### src/rtl/fdiv_pipe_pkg.sv
// Shared FPU definitions: IEEE-754 single field layout, special-case classes and constants.
package fdiv_pipe_pkg;

   localparam int unsigned SIGN_BIT = 31;
   localparam int unsigned EXP_MSB  = 30;
   localparam int unsigned EXP_LSB  = 23;
   localparam int unsigned MANT_MSB = 22;

   localparam int unsigned EXP_BIAS = 127;
   localparam int unsigned EXP_MAX  = 255;

   typedef enum logic [1:0] {
      ClsNormal = 2'd0,
      ClsZero   = 2'd1,
      ClsInf    = 2'd2
   } fclass_e;

   localparam logic [31:0] FP_POS_INF  = 32'h7F80_0000;
   localparam logic [31:0] FP_NEG_INF  = 32'hFF80_0000;
   localparam logic [31:0] FP_POS_ZERO = 32'h0000_0000;

   // Divide special cases, judged from a and finv(b). finv maps b=0 to inf and b=inf to zero,
   // so y's exponent stands in for b's.
   function automatic fclass_e classify(input logic [31:0] a, input logic [31:0] y);
      fclass_e cls;
      if (a[EXP_MSB:EXP_LSB] == '0) begin
         cls = ClsZero;
      end else if (y[EXP_MSB:EXP_LSB] == '1) begin
         cls = ClsInf;
      end else if (a[EXP_MSB:EXP_LSB] == '1) begin
         cls = ClsInf;
      end else if (y[EXP_MSB:EXP_LSB] == '0) begin
         cls = ClsZero;
      end else begin
         cls = ClsNormal;
      end
      return cls;
   endfunction

endpackage

### src/rtl/fdiv_pipe_fmul_core.sv
// Two-stage single-precision multiplier back end (multiply, then normalise/round) with a
// special-case class override. Also usable as the standalone FPU multiplier.
module fmul_core
   import fdiv_pipe_pkg::*;
#(
   parameter int unsigned TAG_W = 5
) (
   input  logic             clk,
   input  logic             rstn,
   input  logic             in_valid,
   input  logic [31:0]      in_a,
   input  logic [31:0]      in_b,
   input  logic [TAG_W-1:0] in_tag,
   input  fclass_e          in_cls,
   output logic             m1_valid,
   output logic [TAG_W-1:0] m1_tag,
   output logic             out_valid,
   output logic [31:0]      out_data,
   output logic [TAG_W-1:0] out_tag
);

   logic              m1_sign_q;
   logic [7:0]        m1_ea_q;
   logic [7:0]        m1_eb_q;
   fclass_e           m1_cls_q;
   logic [25:0]       m1_prod_q;  // product bits [47:22]; lower bits never reach the result

   logic [47:0]       ma_w;
   logic [47:0]       mb_w;
   logic [25:0]       prod_top;
   logic [23:0]       mant_r;
   logic signed [9:0] exp_r;
   logic [31:0]       res;

   // M1 operands: 24x24 significand product, keeping only what normalise/round needs.
   always_comb begin
      ma_w     = {24'd0, 1'b1, in_a[MANT_MSB:0]};
      mb_w     = {24'd0, 1'b1, in_b[MANT_MSB:0]};
      prod_top = 26'((ma_w * mb_w) >> 22);
   end

   // M2: normalise by product[47], round half-up on the guard bit, then range-check.
   always_comb begin
      mant_r = '0;
      exp_r  = '0;
      res    = '0;
      if (m1_prod_q[25]) begin
         mant_r = {1'b0, m1_prod_q[24:2]} + 24'(m1_prod_q[1]);
         exp_r  = $signed({2'b00, m1_ea_q}) + $signed({2'b00, m1_eb_q})
                  - $signed(10'(EXP_BIAS - 1));
      end else begin
         mant_r = {1'b0, m1_prod_q[23:1]} + 24'(m1_prod_q[0]);
         exp_r  = $signed({2'b00, m1_ea_q}) + $signed({2'b00, m1_eb_q})
                  - $signed(10'(EXP_BIAS));
      end
      if (mant_r[23]) begin
         mant_r = '0;
         exp_r  = exp_r + 10'sd1;
      end
      unique case (m1_cls_q)
         ClsZero: res = {m1_sign_q, FP_POS_ZERO[30:0]};
         ClsInf:  res = m1_sign_q ? FP_NEG_INF : FP_POS_INF;
         default: begin
            if (exp_r >= $signed(10'(EXP_MAX))) begin
               res = m1_sign_q ? FP_NEG_INF : FP_POS_INF;
            end else if (exp_r <= 10'sd0) begin
               res = {m1_sign_q, FP_POS_ZERO[30:0]};
            end else begin
               res = {m1_sign_q, exp_r[7:0], mant_r[22:0]};
            end
         end
      endcase
   end

   // Stage registers for M1 and the registered outputs of M2.
   always_ff @(posedge clk) begin
      if (!rstn) begin
         m1_valid  <= 1'b0;
         m1_tag    <= '0;
         m1_sign_q <= 1'b0;
         m1_ea_q   <= '0;
         m1_eb_q   <= '0;
         m1_cls_q  <= ClsNormal;
         m1_prod_q <= '0;
         out_valid <= 1'b0;
         out_data  <= '0;
         out_tag   <= '0;
      end else begin
         m1_valid  <= in_valid;
         m1_tag    <= in_tag;
         m1_sign_q <= in_a[SIGN_BIT] ^ in_b[SIGN_BIT];
         m1_ea_q   <= in_a[EXP_MSB:EXP_LSB];
         m1_eb_q   <= in_b[EXP_MSB:EXP_LSB];
         m1_cls_q  <= in_cls;
         m1_prod_q <= prod_top;
         out_valid <= m1_valid;
         out_data  <= res;
         out_tag   <= m1_tag;
      end
   end

endmodule

### src/rtl/finv.sv
// Single-precision reciprocal, 3 cycles from x to y. Denormals flush to zero, no NaN handling.
module finv
   import fdiv_pipe_pkg::*;
(
   input  logic        clk,
   input  logic        rstn,
   input  logic [31:0] x,
   output logic [31:0] y
);

   localparam logic [48:0] RECIP_NUM = 49'h1_0000_0000_0000; // 2^48

   logic [31:0]       x_q;
   logic              sign_q;
   logic              inf_q;
   logic              zero_q;
   logic [7:0]        exp_q;
   logic [22:0]       mant_q;

   logic [7:0]        ex;
   logic [22:0]       mx;
   logic signed [9:0] e_full;
   logic              inf_d;
   logic              zero_d;
   logic [22:0]       mant_d;

   // Reciprocal of the significand: 2^48 / {1,mx} lies in (2^24, 2^25), bits [23:1] are the mantissa.
   always_comb begin
      ex     = x_q[EXP_MSB:EXP_LSB];
      mx     = x_q[MANT_MSB:0];
      // An exact power of two keeps a zero mantissa; otherwise 1/m < 1 costs one exponent step.
      e_full = ((mx == '0) ? $signed(10'(2 * EXP_BIAS)) : $signed(10'(2 * EXP_BIAS - 1)))
               - $signed({2'b00, ex});
      inf_d  = (ex == '0);
      zero_d = (ex == '1) || (e_full <= 10'sd0);
      mant_d = (mx == '0) ? '0 : 23'((RECIP_NUM / {25'd0, 1'b1, mx}) >> 1);
   end

   // Three register stages: capture, reciprocal, pack.
   always_ff @(posedge clk) begin
      if (!rstn) begin
         x_q    <= '0;
         sign_q <= 1'b0;
         inf_q  <= 1'b0;
         zero_q <= 1'b0;
         exp_q  <= '0;
         mant_q <= '0;
         y      <= '0;
      end else begin
         x_q    <= x;
         sign_q <= x_q[SIGN_BIT];
         inf_q  <= inf_d;
         zero_q <= zero_d;
         exp_q  <= e_full[7:0];
         mant_q <= mant_d;
         if (inf_q) begin
            y <= {sign_q, 8'hFF, 23'd0};
         end else if (zero_q) begin
            y <= {sign_q, 31'd0};
         end else begin
            y <= {sign_q, exp_q, mant_q};
         end
      end
   end

endmodule

### src/rtl/fdiv_pipe.sv
// Pipelined single-precision divider: q = a * finv(b). a, tag and valid ride a delay line
// matched to finv, then fmul_core multiplies and rounds. Fixed latency, no backpressure.
module fdiv_pipe
   import fdiv_pipe_pkg::*;
#(
   parameter int unsigned FINV_LAT = 3,  // must match the finv instance
   parameter int unsigned TAG_W    = 5
) (
   input  logic             clk,
   input  logic             rstn,
   input  logic             in_valid,
   input  logic [31:0]      in_a,
   input  logic [31:0]      in_b,
   input  logic [TAG_W-1:0] in_tag,
   input  logic [TAG_W-1:0] q_tag,
   output logic             q_hit,
   output logic             busy,
   output logic             out_valid,
   output logic [31:0]      out_data,
   output logic [TAG_W-1:0] out_tag
);

   localparam int unsigned LAT = FINV_LAT + 2;

   logic [FINV_LAT-1:0] dl_valid_q;
   logic [TAG_W-1:0]    dl_tag_q [FINV_LAT];
   logic [31:0]         dl_a_q   [FINV_LAT];

   logic [31:0]         y;
   fclass_e             cls;
   logic                m1_valid;
   logic [TAG_W-1:0]    m1_tag;

   logic [LAT-1:0]      stg_valid;
   logic [TAG_W-1:0]    stg_tag [LAT];

   // Delay line keeping a, tag and valid aligned with finv's output.
   always_ff @(posedge clk) begin
      if (!rstn) begin
         dl_valid_q <= '0;
         for (int i = 0; i < FINV_LAT; i++) begin
            dl_tag_q[i] <= '0;
            dl_a_q[i]   <= '0;
         end
      end else begin
         dl_valid_q[0] <= in_valid;
         dl_tag_q[0]   <= in_tag;
         dl_a_q[0]     <= in_a;
         for (int i = 1; i < FINV_LAT; i++) begin
            dl_valid_q[i] <= dl_valid_q[i-1];
            dl_tag_q[i]   <= dl_tag_q[i-1];
            dl_a_q[i]     <= dl_a_q[i-1];
         end
      end
   end

   finv u_finv (
      .clk  (clk),
      .rstn (rstn),
      .x    (in_b),
      .y    (y)
   );

   assign cls = classify(dl_a_q[FINV_LAT-1], y);

   fmul_core #(
      .TAG_W (TAG_W)
   ) u_fmul (
      .clk       (clk),
      .rstn      (rstn),
      .in_valid  (dl_valid_q[FINV_LAT-1]),
      .in_a      (dl_a_q[FINV_LAT-1]),
      .in_b      (y),
      .in_tag    (dl_tag_q[FINV_LAT-1]),
      .in_cls    (cls),
      .m1_valid  (m1_valid),
      .m1_tag    (m1_tag),
      .out_valid (out_valid),
      .out_data  (out_data),
      .out_tag   (out_tag)
   );

   // Gather valid/tag of every registered stage 1..LAT, output stage included.
   always_comb begin
      stg_valid = '0;
      for (int i = 0; i < LAT; i++) begin
         stg_tag[i] = '0;
      end
      for (int i = 0; i < FINV_LAT; i++) begin
         stg_valid[i] = dl_valid_q[i];
         stg_tag[i]   = dl_tag_q[i];
      end
      stg_valid[FINV_LAT] = m1_valid;
      stg_tag[FINV_LAT]   = m1_tag;
      stg_valid[LAT-1]    = out_valid;
      stg_tag[LAT-1]      = out_tag;
   end

   // In-flight status for the issue stage; the op being issued this cycle is not counted.
   always_comb begin
      busy  = 1'b0;
      q_hit = 1'b0;
      for (int i = 0; i < LAT; i++) begin
         busy  = busy | stg_valid[i];
         q_hit = q_hit | (stg_valid[i] && (stg_tag[i] == q_tag));
      end
   end

endmodule

### config.mk
export PLATFORM = sky130hd
export DESIGN_NAME = fdiv_pipe
export DESIGN_NICKNAME = d
export VERILOG_FILES = /design/src/rtl/fdiv_pipe_pkg.sv /design/src/rtl/fdiv_pipe_fmul_core.sv /design/src/rtl/finv.sv /design/src/rtl/fdiv_pipe.sv
export SDC_FILE = /design/constraint.sdc
export NUM_CORES = 2
export LEC_CHECK = 0
export CORE_MARGIN = 4
export CORE_UTILIZATION = 50
export CTS_CLUSTER_DIAMETER = 200
export DETAILED_ROUTE_END_ITERATION = 10
export GPL_TIMING_DRIVEN = 1
export PLACE_DENSITY = 0.77
export SYNTH_ARGS = -nofsm -noshare
export SYNTH_HDL_FRONTEND = slang
export SYNTH_SLANG_ARGS = --single-unit
### constraint.sdc
create_clock -name clk -period 151.5 [get_ports clk]
set_input_delay 45.45 -clock clk [delete_from_list [all_inputs] [get_ports clk]]
set_output_delay 45.45 -clock clk [all_outputs]
set_load 0.03 [all_outputs]
* Word level (Yosys, flattened, before mapping)
Memories as Yosys holds them, arrays and structs flattened. Cells that the tools add are included.
Operators by class: multiplexer cells 23, add/subtract/negate cells 7, order comparisons 3, equality and inequality tests 10, bitwise gates (word level) 16, multipliers 1, reductions and logical operators 13, divide/modulo/power cells 1
Operator list (count):
- 32-bit 2-to-1 mux | 5
- 31-bit 2-to-1 mux | 3
- 32-bit one-hot mux with 2 select lines | 1
- 49-bit by 24-bit divider with 49-bit output (first input constant) | 1
- 23-bit by 1-bit adder with 24-bit output | 2
- 24-bit by 24-bit multiplier with 48-bit output | 1
- 5-bit == test | 5
- 8-bit == test (second input constant) | 3
- 8-bit zero test | 3
- 24-bit 2-to-1 mux | 1
- 23-bit zero test | 1
- 23-bit 2-to-1 mux | 1
- 10-bit by 1-bit less-or-equal comparator with 1-bit output (second input constant) | 2
- 10-bit 2-to-1 mux | 2
- 10-bit by 8-bit subtractor with 10-bit output (second input constant) | 2
- 5-bit 2-to-1 mux | 3
- 1-bit OR | 14
- 10-bit by 2-bit adder with 10-bit output (second input constant) | 1
- 10-bit by 9-bit >= comparator with 1-bit output (second input constant) | 1
- 10-bit by 9-bit subtractor with 10-bit output | 1
- 8-bit by 8-bit adder with 9-bit output | 1
- 2-bit 2-to-1 mux | 3
- 1-bit logical AND | 5
- 1-bit 2-to-1 mux | 4
- 7 further kinds | 8
Storage, ports and cells: word-level logic and storage cells 96, bits of input ports 77, memories kept 2, flip-flop bits (word level) 190, memory bits (writable) 111, output and inout port bits 40
Memories:
- dl_a_q | depth 3, bits a word 32, rd ports 3, clocked after Yosys merged registers in 0, write ports 3, line fdiv_pipe.sv:27 | logic [31:0] dl_a_q [FINV_LAT];
- dl_tag_q | depth 3, bits a word 5, rd ports 3, clocked after Yosys merged registers in 0, write ports 3, line fdiv_pipe.sv:26 | logic [TAG_W-1:0] dl_tag_q [FINV_LAT];

* Depth between registers and ports, before layout
depth in word-level cells 9, gate-level depth with buffers 684, gate-level depth less buffers 609

* Modules after synthesis
From an unflattened synthesis, not the netlist that was laid out.
Second synthesis, totals: cell total of the unflattened synthesis 9720, area, all modules 72059.1 um^2
By module, submodules not included:
- finv | instances 1, cells an instance 6883, area an instance 45800.2 um^2, seq. area each 1961.9 um^2
- fmul_core | instances 1, cells an instance 2539, area an instance 22784.4 um^2, seq. area each 1781.7 um^2
- fdiv_pipe | instances 1, cells an instance 298, area an instance 3474.6 um^2, seq. area each 2282.2 um^2

* Worst setup path after synthesis
Ideal clock, no wire load.
kind flip-flop to flip-flop, from reg u_finv.x_q[0], to reg u_finv.mant_q[0], period minus slack after synthesis 119.405 ns, path slack 32.095 ns, arrival 119.271 ns, buffers on the path 89, cell stages (with the launch flop) 666, required time 151.366 ns, cell sequence dfxtp_1 > buf_1 > inv_1 > clkbuf_1 > clkbuf_1 > clkbuf_1 > ha_1 > or3_1 > or4_1 > buf_2 > clkbuf_1 > inv_1 > ha_1 > buf_2 > nand4_1 > nor3_1 > a211oi_2 > a21oi_1 > [... 630 more ...] > mux2_1 > ha_1 > nor2b_1 > o21ai_0 > a21oi_1 > a211oi_1 > o21ai_0 > a221oi_1 > o21ai_0 > a21o_1 > a21oi_1 > nor2_1 > nand3_1 > o2111ai_1 > a221oi_1 > nand4_1 > a2111oi_1 > a31oi_1
On the way: longest elaborated chain between the ends 2
RTL lines:
- from (decl) | line finv.sv:13 | logic [31:0] x_q;
- from (signal assigned) | line finv.sv:42 | x_q <= '0;
- from (signal assigned) | line finv.sv:50 | x_q <= x;
- branches (longest 2 deep; another with 49-bit by 24-bit divider with 49-bit output)
- to (signal assigned) | line finv.sv:55 | mant_q <= mant_d;
- to (decl) | line finv.sv:18 | logic [22:0] mant_q;
Several ways; the timed one is not identified. A chain may end at the register's enable or synchronous reset.

* Final worst setup path
Ends and elaborated chain as after synthesis.

==> impl_metrics.ini <==
[placed_design]
placed_area_sq_um = 72800
gp_congestion = 0.961
port_buffers = 116
dp_hpwl_mm = 171

[floorplanning]
coreArea_sq_um = 138000
fp.dieH_um = 382
start_util_pct = 50.5
ios = 117
die_width_um = 382
fp-row-count = 136
die_area_sq_um = 146000

[setup_path]
cpMostUsedCell = a21o_1
arrival_ns = 128.65
crit_buf_inv = 27
critical_path_required_ns = 151.93
worstSetupPathType = flop to flop
cp_max_fo = 62
regToRegSetupSlack_ns = 23.27
reg2reg_to = u_finv.mant_q[0]
cp_top_family = compound AO/OA/AOI/OAI gates
slowest_delay_ns = 0.86
slowest_stage = or4_1
rr_startpoint = u_finv.x_q[0]
crit_path_start_kind = flop
crit_path_end_kind = flop
rr_worst_depth = 602

[sta]
slew_headroom_pct = 26.1
setup_viol = 0
setup_tns_ns = 0
slew_viol_final = 0
rsz0062_at_grt = false
finalCritPeriodShare_pct = 84.6
clock_skew_ns = 0.0265
finalHoldViolations = 0
fin_crit_ns = 128.23
fmax_ghz = 0.00780
max_slew.worst_pin.slew_ns = 1.11

[global_route]
grt_overflow = 0
grt_pass1_vias = 65708
grt_pass1_wl_mm = 352
gr-usage-met3_pct = 4.44
global_route.usage.met1_pct = 42.1
grt_max_degree = 107
grt.busiest_layer = met2
antenna_found_initial = 3
grt_use_met2_pct = 44.5
grt_util_all_layers_pct = 29.0

[finish]
layout.nets = 10507
fill_cells = 12861
multi_input_area_sq_um = 59500
layout-drive-gt1-share_pct = 4.30
register_area_sq_um = 6030
area_growth_syn_to_layout_pct = 5.97
fin_area_sq_um = 74000
n_antenna_cell = 0

[drt]
avgRoutedWirePerCell_um = 19.7
vias_per_cell = 6.22
drt_iter0_markers = 6839
ant_nets = 0
drtPass1Iterations = 8
num_vias = 69203
drt_wl_total_mm = 220
drc = 0

[clock_network]
hold_buffers = 0
post_cts_buffers = 0
htreeDepth = 2
clkTransAtPathRegs_ns = 0.07
root_buffer = clkbuf_16
cts_sinks = 301
cts_resized = 0
insertion_delay_ns = 0.56
ctsLongestPathBuffers = 3
numCtsBuffers = 36
tritoncts = yes

[synthesis]
synth_warnings = 0
synth-edff-count = 0
avgSynthCellArea_sq_um = 7.50
async_flop_share_pct = 0
synth_top_area_share_pct = 13.8
synthFlopType = dfxtp_1
ys_seq_area_share_pct = 8.63
yosysTopAreaCell = fa_1
synth.distinct_cells = 134
yosysMostFrequentCell = nand2_1
yosys-top-cells-area = fa_1 14%, ha_1 13%, dfxtp_1 8.6%, xnor2_1 5.0%, a21oi_1 5.0%
synth_area_sq_um = 69800
netlist_instances = 9310
synthTopCellsByCount = 861 x nand2_1, 759 x nor2_1, 749 x inv_1
ys_ff_latch = 301

[min_path]
hold_path_end = u_finv.y[21]
hold_depth = 1
hold_path_class = flop to flop
min_from = u_finv.mant_q[21]

[job]
drv_cap = 0

[outcome]
outcome = finished, final reports clean
==> metal layers <==
layer,share of wire (%),up-vias
li1,-,32692
met1,45,32752
met2,42,3279
met3,9.6,475
met4,3.1,5
met5,0.042,-
==> sequential cells by signal, indices dropped and copies added, names as in the netlist, 15 cells and up <==
| register | cells |
|---|---|
| dl_tag_q | 15 |
| dl_a_q | 96 |
| u_fmul.out_data | 32 |
| u_fmul.m1_prod_q | 26 |
| u_finv.mant_q | 23 |
| u_finv.y | 32 |
| u_finv.x_q | 32 |
==> logic make-up after synthesis <==
group	Yosys count	share of synthesized area, %
DFF	301	8.63
other	1	0.00537
and+or+nand+nor	3417	24.9
muxes	128	1.97
xor gates and xnor gates	579	7.30
adders and majority gates	1200	26.7
AOI/OAI and AO/OA	2564	24.3
buffers and inverters	1120	6.26
==> layout make-up <==
cell class,count,area share (%)
clock buffer,50,1.37
timing repair buffer,243,2.85
multi-input combinational,7899,80.5
inverter,749,3.80
clock inverter,14,0.200
tap,1863,3.15
sequential,301,8.15
==> worst max path at each step <==
stage	from	depth (start not counted)	end
2_1_floorplan	u_finv.x_q[0]	665	u_finv.mant_q[0]
3_3_place_gp	u_finv.x_q[0]	603	u_finv.mant_q[0]
3_5_place_dp	u_finv.x_q[0]	606	u_finv.mant_q[0]
4_1_cts	u_finv.x_q[0]	604	u_finv.mant_q[0]
5_1_grt	u_finv.x_q[0]	611	u_finv.mant_q[0]
6_report	u_finv.x_q[0]	602	u_finv.mant_q[0]
==> through the flow <==
stage	hold slack, ns	utilization, %	setup slack (ns)	std cells
3_3_place_gp	0.411	52.7	29.61	11055
6_report	0.427	53.6	23.27	11119
2_1_floorplan	0.406	-	32.10	9320
5_1_grt	0.446	53.6	11.46	11119
4_1_cts	0.431	53.6	25.53	11119
3_5_place_dp	0.418	52.7	26.21	11055
==> cells in the final DEF, fill, tap and decap left out, drive strengths merged, types with 50 or more instances in the layout <==
master         netlist  routed
clkbuf             246      50
nand2b             188     188
mux2                75      75
nand4              127     127
buf                125     128
nand3              220     220
inv                749     752
o31ai              149     149
o21a               110     110
fa                 483     483
o21ai              492     492
nand2              861     861
xor2               175     175
o211ai              68      68
nor2               762     762
dfxtp              301     301
a211oi              98      98
a31oi               90      90
or3                 53      53
and3                81      81
a21boi              69      69
mux2i               53      53
a21o               363     363
xnor2              403     403
clkdlybuf4s50        0     115
and2               538     538
nor2b               78      78
ha                 717     717
nor4                70      70
a21oi              704     704
nor3               207     207
Power is left out: the tool's default activity adds up to more than one toggle a clock period on the data nets, which glitch-free logic cannot reach.
